## src/rtl/alu_mul_seq_if.sv

```systemverilog
// Handshake and ALU-side bus of the sequential multiplier.
// slave  : the multiplier controller itself.
// master : the requester/consumer together with the shared ALU.
interface alu_mul_seq_if #(
    parameter int DATA_WIDTH = 32
);
    // operand request
    logic                  in_valid;
    logic                  in_ready;
    logic [DATA_WIDTH-1:0] in_A;
    logic [DATA_WIDTH-1:0] in_B;
    // product response
    logic                  out_valid;
    logic                  out_ready;
    logic [DATA_WIDTH-1:0] out_hi;
    logic [DATA_WIDTH-1:0] out_lo;
    // shared ALU
    logic [DATA_WIDTH-1:0] alu_A;
    logic [DATA_WIDTH-1:0] alu_B;
    logic [2:0]            alu_ALUop;
    logic [DATA_WIDTH-1:0] alu_Result;
    logic                  alu_CarryOut;

    modport slave (
        input  in_valid, in_A, in_B, out_ready, alu_Result, alu_CarryOut,
        output in_ready, out_valid, out_hi, out_lo, alu_A, alu_B, alu_ALUop
    );

    modport master (
        output in_valid, in_A, in_B, out_ready, alu_Result, alu_CarryOut,
        input  in_ready, out_valid, out_hi, out_lo, alu_A, alu_B, alu_ALUop
    );
endinterface

```

## src/rtl/alu_mul_seq.sv

```systemverilog
// Sequential unsigned shift-and-add multiplier that borrows the shared ALU
// in ADD mode, one partial-product bit per cycle, W+? cycles per product.
// Optional feature macro: ALU_MUL_ZERO_BYPASS_EN -- when defined, a zero
// operand skips the CALC loop and goes straight to DONE with a zero product.
module alu_mul_seq #(
    parameter int DATA_WIDTH = 32,
    parameter int CNT_WIDTH  = 6
) (
    input  logic          clk,
    input  logic          rst,
    alu_mul_seq_if.slave  bus
);
    typedef enum logic [1:0] {
        IDLE = 2'd0,
        CALC = 2'd1,
        DONE = 2'd2
    } state_t;

    localparam logic [2:0]           ALU_ADD  = 3'b010;
    localparam logic [CNT_WIDTH-1:0] CNT_LAST = CNT_WIDTH'(DATA_WIDTH - 1);

    state_t                state_q;
    logic [DATA_WIDTH-1:0] mcand_q;
    logic [DATA_WIDTH-1:0] mplr_q;
    logic [DATA_WIDTH-1:0] hi_q;
    logic [DATA_WIDTH-1:0] lo_q;
    logic [CNT_WIDTH-1:0]  cnt_q;
    logic                  in_ready_q;
    logic                  out_valid_q;

    // one shift-and-add step: ALU sum (with carry) lands in hi, its LSB
    // shifts down into the top of lo
    logic [DATA_WIDTH-1:0] hi_d;
    logic [DATA_WIDTH-1:0] lo_d;
    assign {hi_d, lo_d} = {bus.alu_CarryOut, bus.alu_Result, lo_q[DATA_WIDTH-1:1]};

    // ALU is always in ADD; B is gated to zero outside CALC so the ALU
    // result is harmless whenever we are not stepping
    assign bus.alu_ALUop = ALU_ADD;
    assign bus.alu_A     = hi_q;
    assign bus.alu_B     = (state_q == CALC && mplr_q[0]) ? mcand_q : '0;

    assign bus.in_ready  = in_ready_q;
    assign bus.out_valid = out_valid_q;
    assign bus.out_hi    = hi_q;
    assign bus.out_lo    = lo_q;

    // control FSM and datapath registers with registered handshake outputs
    always_ff @(posedge clk or posedge rst) begin
        if (rst) begin
            state_q     <= IDLE;
            mcand_q     <= '0;
            mplr_q      <= '0;
            hi_q        <= '0;
            lo_q        <= '0;
            cnt_q       <= '0;
            in_ready_q  <= 1'b1;
            out_valid_q <= 1'b0;
        end else begin
            case (state_q)
                IDLE: begin
                    if (bus.in_valid) begin
                        mcand_q    <= bus.in_A;
                        mplr_q     <= bus.in_B;
                        hi_q       <= '0;
                        lo_q       <= '0;
                        cnt_q      <= '0;
                        in_ready_q <= 1'b0;
`ifdef ALU_MUL_ZERO_BYPASS_EN
                        if (bus.in_A == '0 || bus.in_B == '0) begin
                            state_q     <= DONE;
                            out_valid_q <= 1'b1;
                        end else begin
                            state_q <= CALC;
                        end
`else
                        state_q <= CALC;
`endif
                    end
                end
                CALC: begin
                    hi_q   <= hi_d;
                    lo_q   <= lo_d;
                    mplr_q <= mplr_q >> 1;
                    cnt_q  <= cnt_q + 1'b1;
                    if (cnt_q == CNT_LAST) begin
                        state_q     <= DONE;
                        out_valid_q <= 1'b1;
                    end
                end
                DONE: begin
                    // hold hi/lo until the consumer takes them
                    if (bus.out_ready) begin
                        state_q     <= IDLE;
                        out_valid_q <= 1'b0;
                        in_ready_q  <= 1'b1;
                    end
                end
                default: begin
                    state_q     <= IDLE;
                    out_valid_q <= 1'b0;
                    in_ready_q  <= 1'b1;
                end
            endcase
        end
    end
endmodule
```

## src/flat_wrapper.sv

```systemverilog
// flat-port wrapper written by rule: the top's interface ports become plain ports
module alu_mul_seq_flat 
#(
    parameter int DATA_WIDTH = 32,
    parameter int CNT_WIDTH  = 6
)
  (clk, rst, bus_in_valid, bus_in_A, bus_in_B, bus_out_ready, bus_alu_Result, bus_alu_CarryOut, bus_in_ready, bus_out_valid, bus_out_hi, bus_out_lo, bus_alu_A, bus_alu_B, bus_alu_ALUop);
  alu_mul_seq_if #(.DATA_WIDTH(DATA_WIDTH)) bus_i ();
  input  logic clk;
  input  logic rst;
  input wire logic [$bits(bus_i.in_valid)-1:0] bus_in_valid;
  input wire logic [$bits(bus_i.in_A)-1:0] bus_in_A;
  input wire logic [$bits(bus_i.in_B)-1:0] bus_in_B;
  input wire logic [$bits(bus_i.out_ready)-1:0] bus_out_ready;
  input wire logic [$bits(bus_i.alu_Result)-1:0] bus_alu_Result;
  input wire logic [$bits(bus_i.alu_CarryOut)-1:0] bus_alu_CarryOut;
  output wire logic [$bits(bus_i.in_ready)-1:0] bus_in_ready;
  output wire logic [$bits(bus_i.out_valid)-1:0] bus_out_valid;
  output wire logic [$bits(bus_i.out_hi)-1:0] bus_out_hi;
  output wire logic [$bits(bus_i.out_lo)-1:0] bus_out_lo;
  output wire logic [$bits(bus_i.alu_A)-1:0] bus_alu_A;
  output wire logic [$bits(bus_i.alu_B)-1:0] bus_alu_B;
  output wire logic [$bits(bus_i.alu_ALUop)-1:0] bus_alu_ALUop;
  assign bus_i.in_valid = bus_in_valid;
  assign bus_i.in_A = bus_in_A;
  assign bus_i.in_B = bus_in_B;
  assign bus_i.out_ready = bus_out_ready;
  assign bus_i.alu_Result = bus_alu_Result;
  assign bus_i.alu_CarryOut = bus_alu_CarryOut;
  assign bus_in_ready = bus_i.in_ready;
  assign bus_out_valid = bus_i.out_valid;
  assign bus_out_hi = bus_i.out_hi;
  assign bus_out_lo = bus_i.out_lo;
  assign bus_alu_A = bus_i.alu_A;
  assign bus_alu_B = bus_i.alu_B;
  assign bus_alu_ALUop = bus_i.alu_ALUop;
  alu_mul_seq #(.DATA_WIDTH(DATA_WIDTH), .CNT_WIDTH(CNT_WIDTH)) u_core (.clk(clk), .rst(rst), .bus(bus_i));
endmodule
```

## config.mk

```make
export PLATFORM = sky130hd
export DESIGN_NAME = alu_mul_seq_flat
export DESIGN_NICKNAME = d
export VERILOG_FILES = /design/src/rtl/alu_mul_seq_if.sv /design/src/rtl/alu_mul_seq.sv /design/src/flat_wrapper.sv
export SDC_FILE = /design/constraint.sdc
export NUM_CORES = 1
export LEC_CHECK = 0
export ABC_AREA = 1
export CORE_ASPECT_RATIO = 0.5
export CORE_MARGIN = 2
export CORE_UTILIZATION = 48
export CTS_CLUSTER_SIZE = 14
export DETAILED_ROUTE_END_ITERATION = 10
export GPL_ROUTABILITY_DRIVEN = 0
export HOLD_SLACK_MARGIN = 0.03
export PLACE_DENSITY_LB_ADDON = 0.08
export SYNTH_ARGS = -nofsm -noshare
export SYNTH_HDL_FRONTEND = slang
export SYNTH_SLANG_ARGS = --single-unit
```

## constraint.sdc

```tcl
create_clock -name clk -period 12.2 [get_ports clk]
set_input_delay 3.66 -clock clk [delete_from_list [all_inputs] [get_ports clk]]
set_output_delay 3.66 -clock clk [all_outputs]
set_load 0.1 [all_outputs]
```

==> qor.log <==
qor: detailed_routing.avgRoutedWirePerCell 13.70 um
qor: worst_setup_path.ff2ff_setup_slack 9530 ps
qor: die.floorplan.rows 29
qor: sta.slew_violations 0
qor: die.io_pins 234
qor: sta.timing.clock.skew 12.80 ps
qor: cts.tritoncts.num_buffers 17
qor: die.initial_core_util 49.15%
qor: cts.setup_repair_bufs_after_cts 0
qor: cts.clkTransAtPathRegs 50 ps
qor: grt.grt_pass1_vias 4699
qor: min_path.holdCritPathClass reg -> reg
qor: sta.final_critical_path_share_of_the_clock_period 63.77%
qor: status.outcome completed
qor: worst_setup_path.required 8540 ps
qor: die.die-width 164.8 um
qor: finish.area_delta_synth_final 42.10%
qor: detailed_routing.route.detailed.vias_per_inst 4.750
qor: sta.timing.slew.headroom 29.68%
qor: sta.final_period_minus_worst_setup_slack 7780 ps
qor: logic_synthesis.synth_top_flop_cell dfrtp_1
qor: sta.timing_worst_slew_pin_value 1055 ps
qor: finish.drive_above_1_share 5.396%
qor: die.die_area 13910 um^2
qor: detailed_routing.drt_first_iter_violations 408
qor: cts.cts-htree-levels 4
qor: grt.grt_overflow 0
qor: logic_synthesis.netlist_instances 720
qor: cts.cts_tree done
qor: cts.tritoncts_num_sinks 138
qor: detailed_routing.detailroute.via_count 5121
qor: detailed_routing.drt-pass1-iter-count 5
qor: placed_design.detailed_place_hpwl 9935 um
qor: min_path.whs_path_depth 2
qor: logic_synthesis.synth_area_leader dfrtp_1
qor: cts.post_cts_resize_count 0
qor: cts.cts.hold.buffers_added 0
qor: placed_design.portBuffers 230
qor: grt.first_pass_grt_wire_length 23460 um
qor: sta.fmaxAchievable 128.5 MHz
qor: worst_setup_path.worst_setup_path_end_kind primary output
qor: grt.grt_max_degree 104
qor: logic_synthesis.ys_top_cells_by_area dfrtp_1 (55%), nand2_1 (8.8%), inv_1 (6.2%)
qor: logic_synthesis.most_common_cell_in_the_netlist nand2_1
qor: detailed_routing.postRouteWirelength 14770 um
qor: finish.final_design_area_no_fill 8818 um^2
qor: logic_synthesis.synth.ff_latch_count 138
qor: logic_synthesis.yosys.cell_types.count 25
qor: grt.number_of_antenna_violations_at_the_first_check_in_global_routing 0
qor: sta.worst_hold_slack 465.9 ps
qor: logic_synthesis.synth_async_sr_flop_share 100.0%
qor: cts.clk_root_buffer_cell clkbuf_16
qor: placed_design.detailed_place.area 8232 um^2
qor: cts.cts-root-to-sink-buffers 2
qor: die.placeableCoreArea 12630 um^2
qor: worst_setup_path.worst-r2r-cell-count 5
qor: worst_setup_path.worst-path-max-fanout 50
qor: finish.fin_nets 997
qor: detailed_routing.drc_errors_left 0
qor: logic_synthesis.synth.cell_area 6206 um^2
qor: grt.track_usage 21.39%
qor: logic_synthesis.yosysSeqAreaShare 55.67%
qor: worst_setup_path.setup.worst_path.class reg -> out
qor: sta.final-hold-violation-count 0
qor: logic_synthesis.synthesis.area_per_instance 8.619 um^2
qor: logic_synthesis.number_of_synthesis_warnings 0
qor: detailed_routing.detail-route-antenna-nets 0
qor: sta.setup_viol 0
qor: sta.rsz0062_at_grt false
qor: finish.num_antenna_cells 0
qor: logic_synthesis.netlist_top_cells_count nand2_1 (145), dfrtp_1 (137), inv_1 (102)
qor: logic_synthesis.synth-edff-count 0
qor: run.cap_violations 0
qor: worst_setup_path.critPathArrivalTime 4120 ps
qor: die.die_height 84.40 um
qor: sta.totalNegativeSetupSlack 0 ps
qor: worst_setup_path.worst_setup_path_start_kind flop
qor: cts.clock_insertion_delay_worst_skew 410 ps
qor: logic_synthesis.netlist.area_leader.share 55.24%
metal layers:
layer	up-vias	global-route usage (%)	routed length, um	share of wire (%)
met2	151	35.79	7187	49
met4	0	6.640	162	1.1
met1	2388	28.23	6587	45
met5	-	0	0	0
met3	12	4.447	833	5.6
li1	2570	-	-	-
logic make-up (layout without fill, tap and decap cells):
group                      after synthesis  in the layout  synth area share, %
DFF                                    138            138                55.67
buffers and inverters                  181            368                14.64
and+or+nand+nor                        264            264                17.28
AOI/OAI and AO/OA                      133            133                11.96
xor gates and xnor gates                 1              1               0.1412
other                                    2              3               0.1210
adders and majority gates                1              1               0.2016
through the flow:
stage / instances / util [%] / setup WS (ps)
floorplan: 721 / - / 4845
global placement: 1046 / 65.19 / 4971
detailed placement: 1046 / 65.19 / 4805
CTS: 1078 / 69.84 / 4369
global route: 1078 / 69.84 / 4117
finish: 1078 / 69.84 / 4420
layout by cell type, fill, tap and decap left out, drive strengths merged, types with 3 or more instances in the layout:
| master | netlist | final |
|---|---|---|
| inv | 104 | 108 |
| clkdlybuf4s50 | 0 | 230 |
| conb | 2 | 3 |
| nand3 | 43 | 43 |
| clkinvlp | 0 | 3 |
| nand4 | 3 | 3 |
| nand2 | 148 | 148 |
| o22ai | 30 | 30 |
| clkbuf | 6 | 20 |
| o21ai | 68 | 68 |
| a21oi | 33 | 33 |
| nor2 | 70 | 70 |
| dfrtp | 137 | 137 |
| clkinv | 0 | 3 |
final cells by class:
class / instances / area [um^2]
Fill cell: 1029 / 3809
Tap cell: 170 / 212.7
Timing Repair Buffer: 232 / 2317
Sequential cell: 138 / 3455
Inverter: 104 / 395.4
Clock inverter: 12 / 140.1
Clock buffer: 20 / 446.7
Multi-Input combinational cell: 402 / 1852
critical path: stages (launching register included):
cell and delay, ps:
dfrtp_1 410, inv_2 90, nand2_4 270, inv_2 630, nand2_1 790, nor2_1 320, clkdlybuf4s50_1 1180
state kept, by name (all words and copies together) (netlist names):
name / count
u_core.mplr_q: 32
u_core.cnt_q: 6
u_core.bus.out_lo: 32
u_core.mcand_q: 32
u_core.bus.in_ready: 1
u_core.bus.alu_A: 32
u_core.bus.out_valid: 1
u_core.state_q: 2
path summary, 6_finish.rpt:
check | from | to
setup reg to reg | u_core.state_q[0]$_DFFE_PP0P_ | u_core.mplr_q[30]$_DFFE_PP0P_
min in group asynchronous | rst | u_core.bus.out_lo[5]$_DFFE_PP0P_
setup / recovery | u_core.state_q[1]$_DFFE_PP0P_ | bus_alu_B[24]
max in group asynchronous | rst | u_core.mcand_q[8]$_DFFE_PP0P_
hold / removal | u_core.bus.in_ready$_DFFE_PP1P_ | u_core.bus.in_ready$_DFFE_PP1P_
hold reg to reg | u_core.bus.in_ready$_DFFE_PP1P_ | u_core.bus.in_ready$_DFFE_PP1P_
Power is left out: the tool's default activity adds up to more than one toggle a clock period on the data nets, which glitch-free logic cannot reach.
==> edit 1 (same flow settings) <==
`DATA_WIDTH` is set to 32 in 3 places; all go to 48.
--- a/src/rtl/alu_mul_seq_if.sv
+++ b/src/rtl/alu_mul_seq_if.sv
@@ -3,5 +3,5 @@
 // master : the requester/consumer together with the shared ALU.
 interface alu_mul_seq_if #(
-    parameter int DATA_WIDTH = 32
+    parameter int DATA_WIDTH = 48
 );
     // operand request
--- a/src/rtl/alu_mul_seq.sv
+++ b/src/rtl/alu_mul_seq.sv
@@ -4,5 +4,5 @@
 // operand skips the CALC loop and goes straight to DONE with a zero product.
 module alu_mul_seq #(
-    parameter int DATA_WIDTH = 32,
+    parameter int DATA_WIDTH = 48,
     parameter int CNT_WIDTH  = 6
 ) (
--- a/src/flat_wrapper.sv
+++ b/src/flat_wrapper.sv
@@ -2,5 +2,5 @@
 module alu_mul_seq_flat 
 #(
-    parameter int DATA_WIDTH = 32,
+    parameter int DATA_WIDTH = 48,
     parameter int CNT_WIDTH  = 6
 )
Interface: changed (7 resized); port bits go from 234 to 346. The function was not compared with the original's and may differ.
==> edit 1 against the original RTL <==
  * Cell area grew 42%
  * Utilization increased by 1.1 points
  * Setup slack improved by 1.2 ns
  * Wire length grew 56%
  * Count of clock-buffer cells in the layout is 8 higher
  * Synthesized area grew 42%
  * Cell count is 45% higher
  * Register-to-register slack gained 0.46 ns
  * Die area is 40% higher
  * Sequential cell count is 64 higher
  * Largest cell class unchanged
==> edit 1: results (changes against the original RTL) <==
- Final hold slack: 0.467 ns (+0.00146 ns)
- Largest net degree at the start of global routing: 126 (+21%)
- Status: complete, no violations
- Largest cells by area after synthesis: dfrtp_1 57%, nand2_1 19%, buf_4 4.8%
- Sequential area share after synthesis: 57.4% (+1.8 points)
- Number of global-route vias before repair: 7,193 (+53%)
- Placed cells: 1,536 (+47%)
- Worst reg2reg path depth: 4 (-1)
- Worst Path Arrival: 2.87 ns (-1.25 ns)
- Syn_area_per_cell: 8.32 sq um (-3.5%)
- Synth cell types: 26 (+4.0%)
- Clock skew: 0.00944 ns (-0.00336 ns)
- Num CTS Buffers: 19 (+2)
- Rel. slew slack: 30.9% (+1.3 points)
- R2R Setup Slk: 9.99 ns (+0.46 ns)
- First-pass GRT wire length: 36,800 microns (+57%)
- Clk_lat worst skew: 0.48 ns (+0.07 ns)
- Post-Place Cell Area: 11,900 sq um (+45%)
- CTS Buffer Depth: 3 (+1)
- Initial drt markers: 446 (+9.3%)
- Via/cell ratio: 4.74 (-0.18%)
- PortBufs: 342 (+49%)
- Routed length per instance: 14.7 microns (+7.1%)
- Non-Filler Instances: 1,566 (+45%)
- DP HPWL: 15,700 microns (+58%)
==> edit 1: power by group through the flow <==
stage          Clock, mW  Combinational (mW)  Sequential, mW
3_3_place_gp           0                1.95            1.01
5_1_grt            0.624                2.08            1.04
4_1_cts            0.592                1.98            1.01
6_report           0.583                1.97            1.01
3_5_place_dp           0                1.97            1.02
2_1_floorplan          0                1.08            1.49
==> edit 1: how the worst max path moves through the flow <==
stage	start	endpoint	slack [ns]	cells after the start
floorplan	rst	u_core.bus.alu_A[0]	3.03	1
global placement	u_core.state_q[0]	bus_alu_B[3]	6.30	6
detailed placement	u_core.state_q[0]	bus_alu_B[20]	6.18	6
CTS	u_core.state_q[0]	bus_alu_B[20]	5.66	6
global route	u_core.state_q[0]	bus_alu_B[14]	5.57	6
finish	u_core.state_q[0]	bus_alu_B[20]	5.67	6
==> edit 1: logic make-up (layout without fill, tap and decap cells) <==
group                    count (synthesis)  in the layout  share of synthesized area, %
XOR/XNOR                                 1              1                        0.0995
adder cells (fa/ha/maj)                  1              1                         0.142
flip-flops                             202            202                          57.4
buffers and inverters                  216            489                          12.2
other                                    2              3                        0.0853
AO/OA/AOI/OAI                          108            108                          6.95
AND/OR/NAND/NOR                        528            528                          23.1
==> edit 1: cell type report <==
type                            count  area [sq um]  area share, %
Tap cell                          234           293           2.34
Sequential cell                   202          5060           40.3
Clock inverter                      2          35.0          0.280
Multi-Input combinational cell    641          2680           21.4
Inverter                          110           420           3.35
Timing Repair Buffer              349          3480           27.7
Clock buffer                       28           569           4.54
==> edit 1: worst max-delay path: cells and delay by family (launching register included) <==
kind	cells	cell delay, ns
and+or+nand+nor	3	0.32
DFF	1	0.50
buffers and inverters	3	1.54
==> edit 1: metal layers <==
metal | track usage, % | part of all wire (%) | up-vias
met1 | 29.9 | 42 | 3514
li1 | - | - | 3694
met5 | 0 | 0 | -
met4 | 4.70 | 1.7 | 0
met3 | 7.09 | 7.8 | 31
met2 | 39.7 | 49 | 187
==> edit 1: per-stage QoR <==
stage,power (mW),utilization (%)
3_3_place_gp,2.96,67.6
4_1_cts,3.58,71.0
2_1_floorplan,2.57,-
6_report,3.56,71.0
3_5_place_dp,2.99,67.6
5_1_grt,3.74,71.0
==> edit 2 (config.mk and constraints unchanged) <==
Made on the original files. Make the reset (`rst`) synchronous in one clocked block.
--- a/src/rtl/alu_mul_seq.sv
+++ b/src/rtl/alu_mul_seq.sv
@@ -47,5 +47,5 @@
 
     // control FSM and datapath registers with registered handshake outputs
-    always_ff @(posedge clk or posedge rst) begin
+    always_ff @(posedge clk) begin
         if (rst) begin
             state_q     <= IDLE;
Check against the original RTL: differs if rst is asserted again (counterexample within 4 cycles, from zero or initial values and one cycle with rst high); with rst held inactive, the same outputs for 10 cycles.
==> edit 2 against the original RTL <==
  * Sequential cell count did not move
  * Critical endpoint is now bus_alu_B[4]
  * Setup slack got worse by 0.20 ns
  * Clock skew fell by 0.0012 ns
  * Via count fell by 0.72%
  * Die area fell by 10%
  * Cell area fell by 7.1%
  * Wire length fell by 0.96%
  * Utilization rose by 3.9 points
  * Synthesized area fell by 11%
  * Fmax fell by 2.5%
  * First-iteration DRC count fell by 11%
==> edit 2: results (changes against the original RTL) <==
- Status: complete, no violations
- FFs w/ async S/R, synth: 0% (-100 points)
- R2R Setup Slk: 9.64 ns (+0.11 ns)
- Final antenna diode count: 1 (+1)
- Gate count after technology mapping: 726 (+0.83%)
- Crit Path Max Fanout: 79 (+58%)
- Total Routing Usage GR: 23.3% (+1.9 points)
- Fmax: 125 MHz (-2.5%)
- Largest cells by area after synthesis: dfxtp_1 50%, nand2_1 11%, a21oi_1 9.5%
- Rel. slew slack: 30.9% (+1.2 points)
- Multi-input comb cells: 440 (+9.5%)
- Dpl ws: 4.58 ns (-0.226 ns)
- Placed cells: 1,024 (-2.1%)
- Largest net degree at the start of global routing: 91 (-13%)
- Post-Place Cell Area: 7580 sq um (-7.9%)
- Synth cell types: 26 (+4.0%)
- First-pass GRT wire length: 23,000 microns (-2.0%)
- Layout area overhead: 47.8%
- DP HPWL: 9470 microns (-4.7%)
- Initial drt markers: 364 (-11%)
- Worst Path Arrival: 4.32 ns (+0.20 ns)
- Vias: 5,084 (-0.72%)
- Non-Clock Buffer Count: 235 (+1.3%)
- Register area: 2760 sq um (-20%)
- Initial antenna violation count: 1 (+1)
- Via/cell ratio: 4.81 (+1.2%)
## edit 2: changes by cell type after synthesis, sizes merged, moves of 13 or more
cell    before  now
a211oi       0   24
nand3       43    6
clkbuf       6   25
dfxtp        0  138
o22ai       30    1
inv        104   65
dfrtp      137    0
buf         71   58
a21oi       33  105
nand2      148  168
## edit 2: cell families (layout without fill, tap and decap cells)
| kind of cell | Yosys count | in the layout | synth area share (%) |
|---|---|---|---|
| AO/OA/AOI/OAI | 199 | 199 | 20.2 |
| other | 2 | 4 | 0.135 |
| adder cells (fa/ha/maj) | 1 | 1 | 0.226 |
| buffers and inverters | 149 | 333 | 13.2 |
| AND/OR/NAND/NOR | 237 | 237 | 16.4 |
| flip-flops | 138 | 138 | 49.8 |
## edit 2: metal layers
metal / vias up / wire (microns) / global-route usage, %
met5: - / 0 / 0
met4: 0 / 59 / 5.69
met3: 4 / 1180 / 9.17
met2: 137 / 7060 / 39.7
met1: 2305 / 6330 / 27.7
li1: 2638 / - / -
## edit 2: critical path, cell delays in order (launching register included)
cell and delay [ns]:
dfxtp_1 0.34, inv_2 0.07, nand2_1 0.47, inv_2 0.15, buf_4 0.60, nand2_1 0.81, nor2_1 0.29, clkdlybuf4s50_1 1.17
## edit 2: path summary, 6_finish.rpt
| check | end | from | cells past startpoint |
|---|---|---|---|
| worst max register to register | u_core.bus.alu_A[9] | u_core.state_q[1] | 7 |
| worst min register to register | u_core.mcand_q[10] | u_core.mcand_q[10] | 2 |
| worst min-delay path | u_core.mcand_q[10] | u_core.mcand_q[10] | 2 |
| worst max-delay path | bus_alu_B[4] | u_core.state_q[1] | 7 |
## edit 2: report_power, final
group | switching (mW) | leakage (nW) | internal, mW
Clock | 0.197 | 0.294 | 0.329
Combinational | 0.182 | 1.53 | 0.0751
Sequential | 0.0141 | 1.13 | 0.480
